$ cat src/rtl/adder_ins_packer.sv
// adder_ins_packer: collects a stream of W-bit operands over valid/ready and
// packs them into the 4*W operand bus of the 4-operand adder
// ({w,z,y,x}, x in the low W bits), along with a carry-in and a fill count.
// A group closes on its 4th word or early on in_last; unused slots are zero.
//
// Ports:
//   clk, rst_n         clock, asynchronous active-low reset
//   in_data[W-1:0]     operand word
//   in_cin             carry-in, sampled on the group-closing word
//   in_last            close the group early (remaining slots zero)
//   in_valid/in_ready  input handshake (in_ready depends on state only)
//   out_ins[4W-1:0]    packed operands {w,z,y,x}
//   out_cin            carry-in for the group
//   out_fill[2:0]      number of real words in the group, 1..4
//   out_valid/out_ready output handshake (out_valid is registered state)
//
// Build option: ADDER_INS_PACKER_DBUF_EN adds an output register behind the
// assembly slots so a new group can be collected while the previous one
// waits for the adder (one word per cycle sustained). Undefined: a single
// buffer alternating between COLLECT and HOLD.

// One operand slot. Clear wins over write so a group can leave the slots in
// the same cycle its last word arrives.
module adder_ins_slot #(
  parameter int W = 8
) (
  input  logic         clk,
  input  logic         rst_n,
  input  logic         wr,
  input  logic         clr,
  input  logic [W-1:0] din,
  output logic [W-1:0] q
);
  always_ff @(posedge clk or negedge rst_n)
    if (!rst_n)   q <= '0;
    else if (clr) q <= '0;
    else if (wr)  q <= din;
endmodule

module adder_ins_packer #(
  parameter int W = 8
) (
  input  logic           clk,
  input  logic           rst_n,
  input  logic [W-1:0]   in_data,
  input  logic           in_cin,
  input  logic           in_last,
  input  logic           in_valid,
  output logic           in_ready,
  output logic [4*W-1:0] out_ins,
  output logic           out_cin,
  output logic [2:0]     out_fill,
  output logic           out_valid,
  input  logic           out_ready
);
  localparam int NUM_LANES = 4;

  // COLLECT: assembly slots accept words.
  // HOLD:    a closed group owns the assembly slots (single buffer: it is
  //          being presented; double buffer: it waits for the output reg).
  typedef enum logic {COLLECT = 1'b0, HOLD = 1'b1} state_t;

  state_t                      state, state_nxt;
  logic [1:0]                  idx;
  logic [NUM_LANES-1:0][W-1:0] slot_q;
  logic [NUM_LANES-1:0]        slot_wr;
  logic                        slot_clr;
  logic                        in_acc, close;
  logic                        grp_cin;
  logic [2:0]                  grp_fill, cls_fill;

  assign in_ready = (state == COLLECT);
  assign in_acc   = in_valid && in_ready;
  assign close    = in_acc && ((idx == 2'd3) || in_last);
  assign cls_fill = {1'b0, idx} + 3'd1;

  for (genvar g = 0; g < NUM_LANES; g++) begin : g_lane
    assign slot_wr[g] = in_acc && (idx == 2'(g));
    adder_ins_slot #(.W(W)) u_slot (
      .clk   (clk),
      .rst_n (rst_n),
      .wr    (slot_wr[g]),
      .clr   (slot_clr),
      .din   (in_data),
      .q     (slot_q[g])
    );
  end

  always_ff @(posedge clk or negedge rst_n)
    if (!rst_n) state <= COLLECT;
    else        state <= state_nxt;

  // Slot index restarts on every close, so the next group always begins at x.
  always_ff @(posedge clk or negedge rst_n)
    if (!rst_n)      idx <= '0;
    else if (close)  idx <= '0;
    else if (in_acc) idx <= idx + 2'd1;

  always_ff @(posedge clk or negedge rst_n)
    if (!rst_n) begin
      grp_cin  <= 1'b0;
      grp_fill <= '0;
    end else if (close) begin
      grp_cin  <= in_cin;
      grp_fill <= cls_fill;
    end

`ifdef ADDER_INS_PACKER_DBUF_EN
  logic                        out_vq, out_free, xfer;
  logic [NUM_LANES-1:0][W-1:0] merged;
  logic [4*W-1:0]              ins_q;
  logic                        cin_q;
  logic [2:0]                  fill_q;

  // Slot contents including the word being written this cycle, so a group
  // can move to the output register in the same cycle it closes.
  for (genvar g = 0; g < NUM_LANES; g++) begin : g_merge
    assign merged[g] = slot_wr[g] ? in_data : slot_q[g];
  end

  assign out_free  = !out_vq || out_ready;
  assign out_valid = out_vq;

  always_comb begin
    state_nxt = state;
    slot_clr  = 1'b0;
    xfer      = 1'b0;
    case (state)
      COLLECT:
        if (close) begin
          if (out_free) begin
            xfer     = 1'b1;
            slot_clr = 1'b1;
          end else begin
            state_nxt = HOLD;
          end
        end
      HOLD:
        if (out_free) begin
          xfer      = 1'b1;
          slot_clr  = 1'b1;
          state_nxt = COLLECT;
        end
    endcase
  end

  always_ff @(posedge clk or negedge rst_n)
    if (!rst_n) begin
      out_vq <= 1'b0;
      ins_q  <= '0;
      cin_q  <= 1'b0;
      fill_q <= '0;
    end else if (xfer) begin
      out_vq <= 1'b1;
      ins_q  <= merged;
      // Closing word's sideband is live in COLLECT; a parked group uses the
      // copy captured when it closed.
      cin_q  <= (state == COLLECT) ? in_cin   : grp_cin;
      fill_q <= (state == COLLECT) ? cls_fill : grp_fill;
    end else if (out_ready) begin
      out_vq <= 1'b0;
    end

  assign out_ins  = ins_q;
  assign out_cin  = cin_q;
  assign out_fill = fill_q;
`else
  assign out_valid = (state == HOLD);

  always_comb begin
    state_nxt = state;
    slot_clr  = 1'b0;
    case (state)
      COLLECT:
        if (close) state_nxt = HOLD;
      HOLD:
        if (out_ready) begin
          state_nxt = COLLECT;
          slot_clr  = 1'b1;
        end
    endcase
  end

  // The slots themselves are the output bus; they only change in COLLECT.
  assign out_ins  = slot_q;
  assign out_cin  = grp_cin;
  assign out_fill = grp_fill;
`endif

endmodule

$ cat config.mk
export PLATFORM = sky130hd
export DESIGN_NAME = adder_ins_packer
export DESIGN_NICKNAME = d
export VERILOG_FILES = /design/src/rtl/adder_ins_packer.sv
export SDC_FILE = /design/constraint.sdc
export NUM_CORES = 1
export LEC_CHECK = 0
export BUFFER_PORTS_ARGS = -buffer_cell sky130_fd_sc_hd__buf_2
export CAP_MARGIN = 20
export CORE_MARGIN = 3
export CORE_UTILIZATION = 40
export DETAILED_ROUTE_END_ITERATION = 10
export PLACE_DENSITY = 0.67
export SLEW_MARGIN = 20
export SYNTH_ARGS = -nofsm -noshare
export SYNTH_HDL_FRONTEND = slang
export SYNTH_SLANG_ARGS = --single-unit
$ cat constraint.sdc
create_clock -name clk -period 1.6 [get_ports clk]
set_input_delay 0.24 -clock clk [delete_from_list [all_inputs] [get_ports clk]]
set_output_delay 0.24 -clock clk [all_outputs]
set_load 0.1 [all_outputs]
# == After elaboration in Yosys (flattened, before gate mapping) ==
# Cells that the tools add are included.
# word_totals
wordCells,42
latch_bits,0
out_inout_bits,38
romBits,0
inputBits,14
regBits,39
ram_bits,0
memories,0
# op_classes
mul,0
n_eq_ne,3
bitwise,1
div_mod_pow,0
mux,15
n_lt_le_gt_ge,0
n_addsub,2
shifts,0
reduce_logical,13
# ops
operator,count
$mux 8,8
$reduce_bool 2->1,5
$logic_and 1x1->1,6
$eq 2x2->1 const B,2
$mux 1,4
$mux 2,2
$add 2x1->3 const B,1
$add 2x1->2 const B,1
$eq 2x1->1 const B,1
$logic_not 2->1,1
$pmux 1 s2,1
$logic_or 1x1->1,1
$not 1->1,1

# == Depth between registers and ports, before layout ==
# Gate-level depths: netlist of the first run.
# logic_depth
word_depth,5
mapped_depth,5
depth_no_buf,5

# == Modules after synthesis ==
# A second synthesis of the first run with hierarchy kept.
# unflattened
hier_cells,137
hier_area_um2,1696.6
# modules_own_cells
mod,cells_each,seq_area_each_um2,instances,area_each_um2
adder_ins_slot,26,200.2,4,325.3
adder_ins_packer,33,175.2,1,395.4

# == Worst setup path after synthesis of the first run ==
# Ideal clock, no wire load.
# synth_path
path_kind,register to register
from,"register state, in the netlist out_valid"
to,"register state, in the netlist out_valid"
required_time_ns,1.507
synth_period_minus_slack_ns,2.103
slack_ns,-0.503
path_stages_with_launch,3
n_path_buf,0
setup_ns,0.093
arrival_ns,2.010
path_cell_list,dfrtp_1 -> inv_1 -> o22ai_1
# synth_between
elab_chain_cells,5
# synth_lines
item,line,rtl
from (decl),63,"state_t state, state_nxt;"
from (signal assigned),91,else state <= state_nxt;
$not 1->1 (*),72,assign in_ready = (state == COLLECT);
named net in_ready,49,"output logic in_ready,"
$logic_and 1x1->1,73,assign in_acc = in_valid && in_ready;
$logic_and 1x1->1,74,assign close = in_acc && ((idx == 2'd3) || in_last);
$mux 1,175,if (close) state_nxt = HOLD;
$pmux 1 s2 (*),173,case (state)
named net state_nxt,63,
# Mark *: on every way through the listed nets, which the timed path passes. The rest lies on a longest branch.
# A chain may end at the register's enable or synchronous reset.

# == Final worst setup path of the first run ==
# layout_path
from,"register state, in the netlist out_valid"
to,output port in_ready
# layout_between
elab_chain_cells,1
# layout_lines
item,line
$not 1->1,72
to (decl),49
# No other way between the ends.

==> results of run 1 <==
Yosys cell counts (all sizes together):
master,number,area (µm²)
dfrtp,39,976
o22ai,1,6.26
nor3,1,5.00
nor2,2,17.5
clkbuf,1,3.75
o21ai,34,170
inv,5,18.8
nand2,36,150
ha,4,50.1
nand2b,1,13.8
mux2,4,56.3
and2b,1,7.51
a22o,1,8.76
buf,7,58.8
mux2i,32,320
metal layers:
metal  vias up  GRT usage (%)
met5         -              0
met4         0           7.71
met1       672           23.3
met3         7           4.19
met2        41           24.6
li1        687              -
flip-flops by register name, indices dropped and copies added (netlist names):
name	cells
out_cin	1
out_valid	1
idx	2
g_lane.u_slot.q	32
out_fill	3
critical path, delay by kind of cell (launching register included):
family / cells / cell delay [ns]
buffers and inverters: 2 / 0.29
DFF: 1 / 0.55
final timing paths:
path | end | slack, ns | cells after the start
hold reg to reg | out_fill[2]$_DFFE_PN0P_ | 0.51 | 2
setup reg to reg | g_lane[2].u_slot.q[3]$_DFFE_PN0P_ | 0.23 | 5
max in group asynchronous | g_lane[2].u_slot.q[7]$_DFFE_PN0P_ | 0.72 | 3
min in group asynchronous | g_lane[1].u_slot.q[2]$_DFFE_PN0P_ | 0.41 | 2
setup / recovery | in_ready | 0.22 | 2
hold / removal | out_valid$_DFF_PN0_ | 0.14 | 2
cell families (layout without fill, tap and decap cells):
kind of cell / after synthesis / in the layout
AND/OR/NAND/NOR: 41 / 41
flip-flops: 39 / 39
AO/OA/AOI/OAI: 36 / 36
multiplexers: 36 / 36
buffers and inverters: 13 / 68
adder cells (fa/ha/maj): 4 / 4
area by class of cell:
cell class | count | area [µm²] | area share [%]
Multi-Input combinational cell | 117 | 806 | 35.2
Tap cell | 52 | 65.1 | 2.84
Timing Repair Buffer | 56 | 338 | 14.8
Clock buffer | 7 | 76.3 | 3.34
Sequential cell | 39 | 980 | 42.8
Inverter | 5 | 22.5 | 0.985
metrics by stage:
| step | instances | setup WS [ns] |
|---|---|---|
| CTS | 276 | 0.199 |
| global route | 276 | 0.0994 |
| finish | 276 | 0.216 |
| floorplan | 169 | 0.0553 |
| detailed placement | 268 | 0.238 |
| global placement | 268 | 0.241 |
layout by cell type, fill, tap and decap left out:
| master | count |
|---|---|
| mux2_2 | 1 |
| nand2_2 | 3 |
| mux2_4 | 3 |
| clkinvlp_4 | 1 |
| buf_2 | 49 |
| o22ai_1 | 1 |
| nor2_4 | 1 |
| a22o_1 | 1 |
| nand2_4 | 1 |
| inv_1 | 4 |
| dfrtp_1 | 38 |
| buf_12 | 3 |
| nor3_1 | 1 |
| o21ai_1 | 34 |
| clkbuf_1 | 2 |
| dlygate4sd3_1 | 1 |
| nand2_1 | 32 |
| mux2i_1 | 32 |
| clkbuf_8 | 5 |
| ha_1 | 4 |
| dfrtp_4 | 1 |
| nor2_2 | 1 |
| buf_4 | 3 |
| and2b_1 | 1 |
| nand2b_4 | 1 |
==> summary.txt, run 1 <==
Setup path
  – Crit path max-delay cell type: dfrtp_4
  – Crit Path Class: flop to primary output
  – Worst setup SP type: flop
  – CP max FO: 10
  – Worst setup path start: out_valid$_DFF_PN0_
  – Critical path, cell by cell: clkinvlp_4 -> buf_12
  – RR Startpoint: idx[0]$_DFFE_PN0P_
  – Critical path arrival: approximately 1.1 ns
  – Max incr delay on CP: 0.55 ns
  – Required @ worst endpoint: 1.36 ns
  – CP Capture Type: primary output

Clock network
  – TritonCTS clock tree: done
  – Cts hold-fix bufs: 1
  – H-Tree Depth: 2
  – Root Buffer: clkbuf_8
  – CTS buffer count: 5
  – CTS max path bufs: 2
  – Postcts setup bufs: 0
  – CTS clock-pin slew for the worst setup and hold paths: 0.07 ns
  – CTS sink cnt: 39
  – Clock latency on the worst-skew pair: slightly below 0.3 ns
  – Resized Gates After CTS: 0

GRT
  – GRT Total Usage: between 10% and 20%
  – Total gr overflow: 0
  – First-pass GRT wire length: 6.84 mm
  – Largest net degree at the start of global routing: 33
  – Number of global-route vias before repair: about 1,400
  – Initial antenna violation count: 0

Synthesis
  – Avg Cell Area, Syn: 11.0 µm²
  – Netlist cell types: 21
  – Area of the mapped netlist: between 0.0015 and 0.002 mm²
  – Post-Syn Nets: 187
  – Sequential fraction of the synthesis area: 52.4%
  – Yosys Warn Count: 0
  – Post-synthesis simple-gate area fraction: 10.4%
  – Post-Synth XOR/XNOR Area: 0%
  – Post-Synth Adder-Cell Area: 2.69%
  – Mux cell area share after synthesis: 20.2%
  – Largest family of logic cells by synthesized area: multiplexers
  – Complex-gate fraction of the synthesized area: under 10%
  – Cells after Synth: around 170
  – #FFs+latches synth: 39

Placed design
  – GPL Wtd Cong: between 0.7 and 0.8
  – Dpl cell area: 0.00220 mm²
  – Post-DP HPWL: about 3.0 mm
  – I/O Buffers: 51

Route
  – Pre-antenna DRT Iters: 4
  – Top sig layer: met4
  – DR vias/cell: 5.10
  – Metal3 WL: 261 µm
  – Drt first-iter violations: 74
  – DR WL met2: between 1.5 and 2 mm
  – Vias: 1,407
  – WL per Instance: 15.3 µm
  – Total Wirelength: around 4.2 mm
  – # DRC: 0
  – M1 WL: 1.93 mm
  – Post-route ant nets: 0

Floorplan
  – Die Y-Extent: 74.2 µm
  – Initial core utilization: between 40% and 50%
  – Die area: between 0.005 and 0.006 mm²
  – Chip Width: 74.2 µm
  – Core box area: 0.00441 mm²
  – Num rows: 24
  – I/O pin total: between 50 and 60

STA
  – RSZ-0062 raised after global routing: no
  – Hold Slack: 0.140 ns
  – Slew Viols, Final: 0
  – Tightest Pin Transition: 0.498 ns
  – Final Cycle Share: 86.5%
  – Setup tns final: 0 ns
  – Final min period: 1.38 ns
  – Final Hold Viols: 0
  – Max Clock Skew: 0.00628 ns
  – # setup viols final: 0
  – Worst slew margin: 67.0%
  – Max Fclk: between 700 and 800 MHz

Layout
  – Design Area, Final: 0.00229 mm²
  – Final Util: 51.8%
  – Share of cells above drive strength 1: between 30% and 40%
  – Final nets: 242
  – Number of fill cells: 405
  – Layout Area Growth over Synthesis: 22.8%
  – Diodes inserted: 0

Run
  – Max-Cap Viols: 0

Run status
  – Status: finished clean

Worst hold path
  – Hold Path Class: primary input to flop
  – Hold_sp: out_ready
Power of run 1 is left out: the tool's default activity adds up to more than one toggle a clock period on the data nets, which glitch-free logic cannot reach.
==> run 2: changes to the inputs <==
- CORE_ASPECT_RATIO: not set -> 0.5
==> summary.txt, run 2 (synthesis results as in run 1) <==
Run status
  – Status: finished clean

Route
  – # DRC: 0 (unchanged)
  – Vias: 1,391 (-1.1%)
  – Pre-antenna DRT Iters: 4 (unchanged)
  – Total Wirelength: 4.22 mm (about the same)
  – WL per Instance: 15.2 µm (-0.74%)
  – DR vias/cell: 5.00 (-1.8%)
  – Post-route ant nets: 0 (unchanged)
  – Drt first-iter violations: 64 (-14%)

Clock network
  – CTS sink cnt: 39 (unchanged)
  – Resized Gates After CTS: 0 (unchanged)
  – CTS clock-pin slew for the worst setup and hold paths: 0.08 ns (about the same)
  – Root Buffer: clkbuf_8
  – H-Tree Depth: 2 (unchanged)
  – CTS buffer count: 5 (unchanged)
  – CTS max path bufs: 2 (unchanged)
  – Postcts setup bufs: 0 (unchanged)
  – Cts hold-fix bufs: 1 (unchanged)
  – TritonCTS clock tree: done
  – Clock latency on the worst-skew pair: 0.29 ns (about the same)

GRT
  – Number of global-route vias before repair: 1,383 (+0.22%)
  – Total gr overflow: 0 (unchanged)
  – Largest net degree at the start of global routing: 33 (unchanged)
  – GRT Total Usage: 17.0% (+0.24 points)
  – Initial antenna violation count: 0 (unchanged)
  – First-pass GRT wire length: 6.97 mm (+1.9%)

Setup path
  – Worst setup path start: idx[0]$_DFFE_PN0P_
  – Crit path max-delay cell type: dfrtp_1
  – RR Startpoint: idx[0]$_DFFE_PN0P_
  – Worst path bufs/invs: 0 (-2)
  – Worst setup SP type: flop
  – Max incr delay on CP: 0.41 ns (-0.14 ns)
  – Crit path max-delay family: flip-flops
  – CP Capture Type: flop
  – Crit Path Class: flop to flop
  – Critical path arrival: 1.55 ns (+0.41 ns)
  – Required @ worst endpoint: 1.77 ns (+0.41 ns)
  – Critical path, cell by cell: ha_1 -> nand2_2 -> mux2i_1 -> o21ai_1
  – CP max FO: 8 (-2)

Floorplan
  – Num rows: 16 (-33%)
  – Core box area: 0.00418 mm² (-5.2%)
  – Die Y-Extent: 54.3 µm (-27%)
  – Chip Width: 103 µm (+38%)
  – Die area: 0.00556 mm² (+0.91%)
  – I/O pin total: 52 (unchanged)
  – Initial core utilization: 44.5% (+2.3 points)

Layout
  – Diodes inserted: 0 (unchanged)
  – Top reg by flops: g_lane.u_slot.q
  – Layout Area Growth over Synthesis: 22.8% (unchanged)
  – Share of cells above drive strength 1: 32.6% (unchanged)
  – Most frequent cells in the layout: buf_2 (49), dfrtp_1 (38), o21ai_1 (34)
  – Commonest non-fill, non-tap cell in the layout: buf_2
  – Final nets: 241 (-0.41%)
  – Max reg flops: 32 (unchanged)
  – Final Util: 54.7% (+2.9 points)

Run
  – Max-Cap Viols: 0 (unchanged)

Worst hold path
  – Hold Path Class: primary input to flop
  – Hold_sp: out_ready

STA
  – Setup tns final: 0 ns (unchanged)
  – Tightest Pin Transition: 0.489 ns (-0.00887 ns)
  – Final Hold Viols: 0 (unchanged)
  – Max Fclk: 722 MHz (about the same)
  – Max Clock Skew: 0.00237 ns (-0.00392 ns)
  – # setup viols final: 0 (unchanged)
  – Final min period: 1.38 ns (+0.000314 ns)
  – Worst slew margin: 67.6% (+0.59 points)
  – RSZ-0062 raised after global routing: no
  – Slew Viols, Final: 0 (unchanged)
  – Final Cycle Share: 86.5% (about the same)

Placed design
  – Post-DP HPWL: 2.93 mm (-2.3%)
  – GPL Wtd Cong: 0.718 (-4.3%)
  – I/O Buffers: 51 (unchanged)
==> run 2: cell types whose count changed in the layout (fill, tap and decap cells not counted), sizes merged <==
cell	before	now
clkinv	0	1
buf	55	54
==> run 2: metrics by stage <==
step	hold WS [ns]	setup WS [ns]	cells	cell area, µm²
6_report	0.156	0.215	278	2290
5_1_grt	0.158	0.0791	278	2290
4_1_cts	0.156	0.215	278	2290
3_5_place_dp	0.206	0.221	269	2200
3_3_place_gp	0.205	0.281	269	2200
2_1_floorplan	-0.0556	0.0553	169	1870
==> run 2: per-layer routing <==
metal | track usage, % | vias to the layer above | part of all wire, %
li1 | - | 684 | -
met1 | 21.9 | 672 | 49
met2 | 29.0 | 30 | 46
met3 | 4.83 | 5 | 3.9
met4 | 3.92 | 0 | 0.90
met5 | 0 | - | 0
==> run 2: worst paths after layout <==
path	end	slack [ns]	cells after the start
worst min register to register	out_fill[2]$_DFFE_PN0P_	0.50	2
worst min-delay path	out_valid$_DFF_PN0_	0.16	2
worst max-delay path	g_lane[3].u_slot.q[3]$_DFFE_PN0P_	0.22	4
worst max register to register	g_lane[3].u_slot.q[3]$_DFFE_PN0P_	0.22	4
min in group asynchronous	g_lane[1].u_slot.q[7]$_DFFE_PN0P_	0.42	2
max in group asynchronous	out_valid$_DFF_PN0_	0.70	3
==> run 2: worst register-to-register path: cells and delay by family, from the launching register on <==
family                     cells  cell delay [ns]
AOI/OAI and AO/OA              1             0.08
adders and majority gates      1             0.27
DFF                            1             0.41
muxes                          1             0.24
and+or+nand+nor                1             0.26
==> run 2: area by class of cell <==
class	instances	area (µm²)
timing repair buffer	55	330
sequential	39	980
fill	385	1900
clock inverter	1	5.00
multi-input combinational	117	806
clock buffer	7	76.3
tap	54	67.6
inverter	5	22.5
Power of run 2 is left out for the same reason.
==> run 3: changes to the inputs <==
==> constraint.sdc (replaced) <==
create_clock -name clk -period 1.3 [get_ports clk]
set_input_delay 0.13 -clock clk [delete_from_list [all_inputs] [get_ports clk]]
set_output_delay 0.13 -clock clk [all_outputs]
set_load 0.1 [all_outputs]
==> summary.txt, run 3 (synthesis results as in run 1) <==
Setup path
  – Crit Path Class: flop to flop
  – CP Capture Type: flop
  – Worst path bufs/invs: 0 (unchanged)
  – CP max FO: 8 (unchanged)
  – Worst setup SP type: flop
  – Critical path, cell by cell: ha_4 -> nand2_4 -> mux2i_1 -> o21ai_1
  – Max incr delay on CP: 0.45 ns (+0.04 ns)
  – Crit path max-delay family: flip-flops
  – Critical path arrival: 1.42 ns (-0.13 ns)
  – Crit path max-delay cell type: dfrtp_2
  – Required @ worst endpoint: 1.45 ns (-0.32 ns)

Route
  – Vias: 1,411 (+1.4%)
  – # DRC: 0 (unchanged)
  – Top sig layer: met3
  – Total Wirelength: 4.22 mm (about the same)
  – DR vias/cell: 5.00 (about the same)
  – Pre-antenna DRT Iters: 4 (unchanged)
  – DR WL met2: 2.09 mm (+7.0%)
  – WL per Instance: 14.9 µm (-1.5%)
  – Drt first-iter violations: 90 (+41%)
  – Metal3 WL: 193 µm (+16%)
  – Post-route ant nets: 0 (unchanged)
  – M1 WL: 1.93 mm (-6.2%)

Run
  – Max-Cap Viols: 0 (unchanged)

Clock network
  – CTS clock-pin slew for the worst setup and hold paths: 0.07 ns (about the same)
  – Clock latency on the worst-skew pair: 0.29 ns (about the same)
  – CTS buffer count: 5 (unchanged)
  – Root Buffer: clkbuf_8
  – TritonCTS clock tree: done
  – CTS sink cnt: 39 (unchanged)
  – Postcts setup bufs: 0 (unchanged)
  – CTS max path bufs: 2 (unchanged)
  – H-Tree Depth: 2 (unchanged)

Placed design
  – GPL Wtd Cong: 0.706 (-1.8%)
  – Pre-CTS setup slack: -0.0854 ns (-0.306 ns)
  – Dpl cells: 274 (+1.9%)
  – Post-DP HPWL: 2.92 mm (-0.30%)
  – I/O Buffers: 51 (unchanged)

STA
  – Tightest Pin Transition: 0.494 ns (+0.00486 ns)
  – Final Cycle Share: 97.4% (+11 points)
  – # setup viols final: 0 (unchanged)
  – RSZ-0062 raised after global routing: yes
  – Final Hold Viols: 0 (unchanged)
  – Final worst slack: 0.0344 ns (-0.181 ns)
  – Slew Viols, Final: 0 (unchanged)
  – Worst slew margin: 67.3% (-0.32 points)
  – Max Clock Skew: 0.00665 ns (+0.00428 ns)
  – Final min period: 1.27 ns (-0.119 ns)
  – Max Fclk: 790 MHz (+9.4%)
  – Setup tns final: 0 ns (unchanged)

Run status
  – Status: finished clean

Floorplan
  – Chip Width: 103 µm (unchanged)
  – Num rows: 16 (unchanged)
  – I/O pin total: 52 (unchanged)
  – Die Y-Extent: 54.3 µm (unchanged)
  – Core box area: 0.00418 mm² (unchanged)
  – Die area: 0.00556 mm² (unchanged)
  – Initial core utilization: 44.5% (unchanged)

Layout
  – Final Util: 58.6% (+3.9 points)
  – Final nets: 245 (+1.7%)
  – Share of cells above drive strength 1: 38.6% (+6.0 points)
  – Register area: 982 µm² (+0.26%)
  – Diodes inserted: 0 (unchanged)
  – Multi-input logic area: 873 µm² (+8.4%)
  – Top reg by flops: g_lane.u_slot.q
  – Commonest non-fill, non-tap cell in the layout: buf_2
  – Max reg flops: 32 (unchanged)
  – Layout Area Growth over Synthesis: 31.6%
  – Layout Cells excl Fill: 282 (+1.4%)
  – Number of fill cells: 341 (-11%)
  – Most frequent cells in the layout: buf_2 (49), dfrtp_1 (36), o21ai_1 (34)

Worst hold path
  – Hold Path Class: primary input to flop

GRT
  – GRT Total Usage: 16.3% (-0.73 points)
  – Total gr overflow: 0 (unchanged)
  – Number of global-route vias before repair: 1,398 (+1.1%)
  – Initial antenna violation count: 0 (unchanged)
  – First-pass GRT wire length: 6.85 mm (-1.7%)
  – Largest net degree at the start of global routing: 40 (+21%)
## run 3: worst paths after layout
kind / from / end / slack [ns] / cells after the start
setup / recovery: idx[1]$_DFFE_PN0P_ / g_lane[3].u_slot.q[3]$_DFFE_PN0P_ / 0.03 / 4
hold / removal: out_ready / out_valid$_DFF_PN0_ / 0.04 / 2
setup reg to reg: idx[1]$_DFFE_PN0P_ / g_lane[3].u_slot.q[3]$_DFFE_PN0P_ / 0.03 / 4
hold reg to reg: out_fill[2]$_DFFE_PN0P_ / out_fill[2]$_DFFE_PN0P_ / 0.50 / 2
max in group asynchronous: rst_n / out_valid$_DFF_PN0_ / 0.75 / 3
min in group asynchronous: rst_n / out_fill[2]$_DFFE_PN0P_ / 0.35 / 3
## run 3: metrics by stage
step | cell area [µm²] | hold slack, ns
6_report | 2450 | 0.0371
3_5_place_dp | 2250 | 0.118
5_1_grt | 2450 | 0.0383
4_1_cts | 2400 | 0.0297
3_3_place_gp | 2250 | 0.114
2_1_floorplan | 1880 | -0.166
## run 3: what timing repair did
action	in CTS	in global routing
endpoints found under the setup margin	28	32
gates resized for setup	4	12
hold endpoints to repair	39	0
hold buffers	1	0
cloned	0	0
## run 3: layout make-up
| type | instances | area share [%] |
|---|---|---|
| Inverter | 5 | 0.919 |
| Tap cell | 54 | 2.76 |
| Clock buffer | 6 | 2.96 |
| Timing Repair Buffer | 59 | 15.2 |
| Sequential cell | 39 | 40.1 |
| Clock inverter | 2 | 2.45 |
| Multi-Input combinational cell | 117 | 35.6 |
## run 3: layer usage
metal | vias to the layer above | track usage (%)
met3 | 0 | 4.33
met4 | 0 | 3.70
met5 | - | 0
met2 | 33 | 28.1
met1 | 688 | 20.8
li1 | 690 | -
Power of run 3 is left out for the same reason.
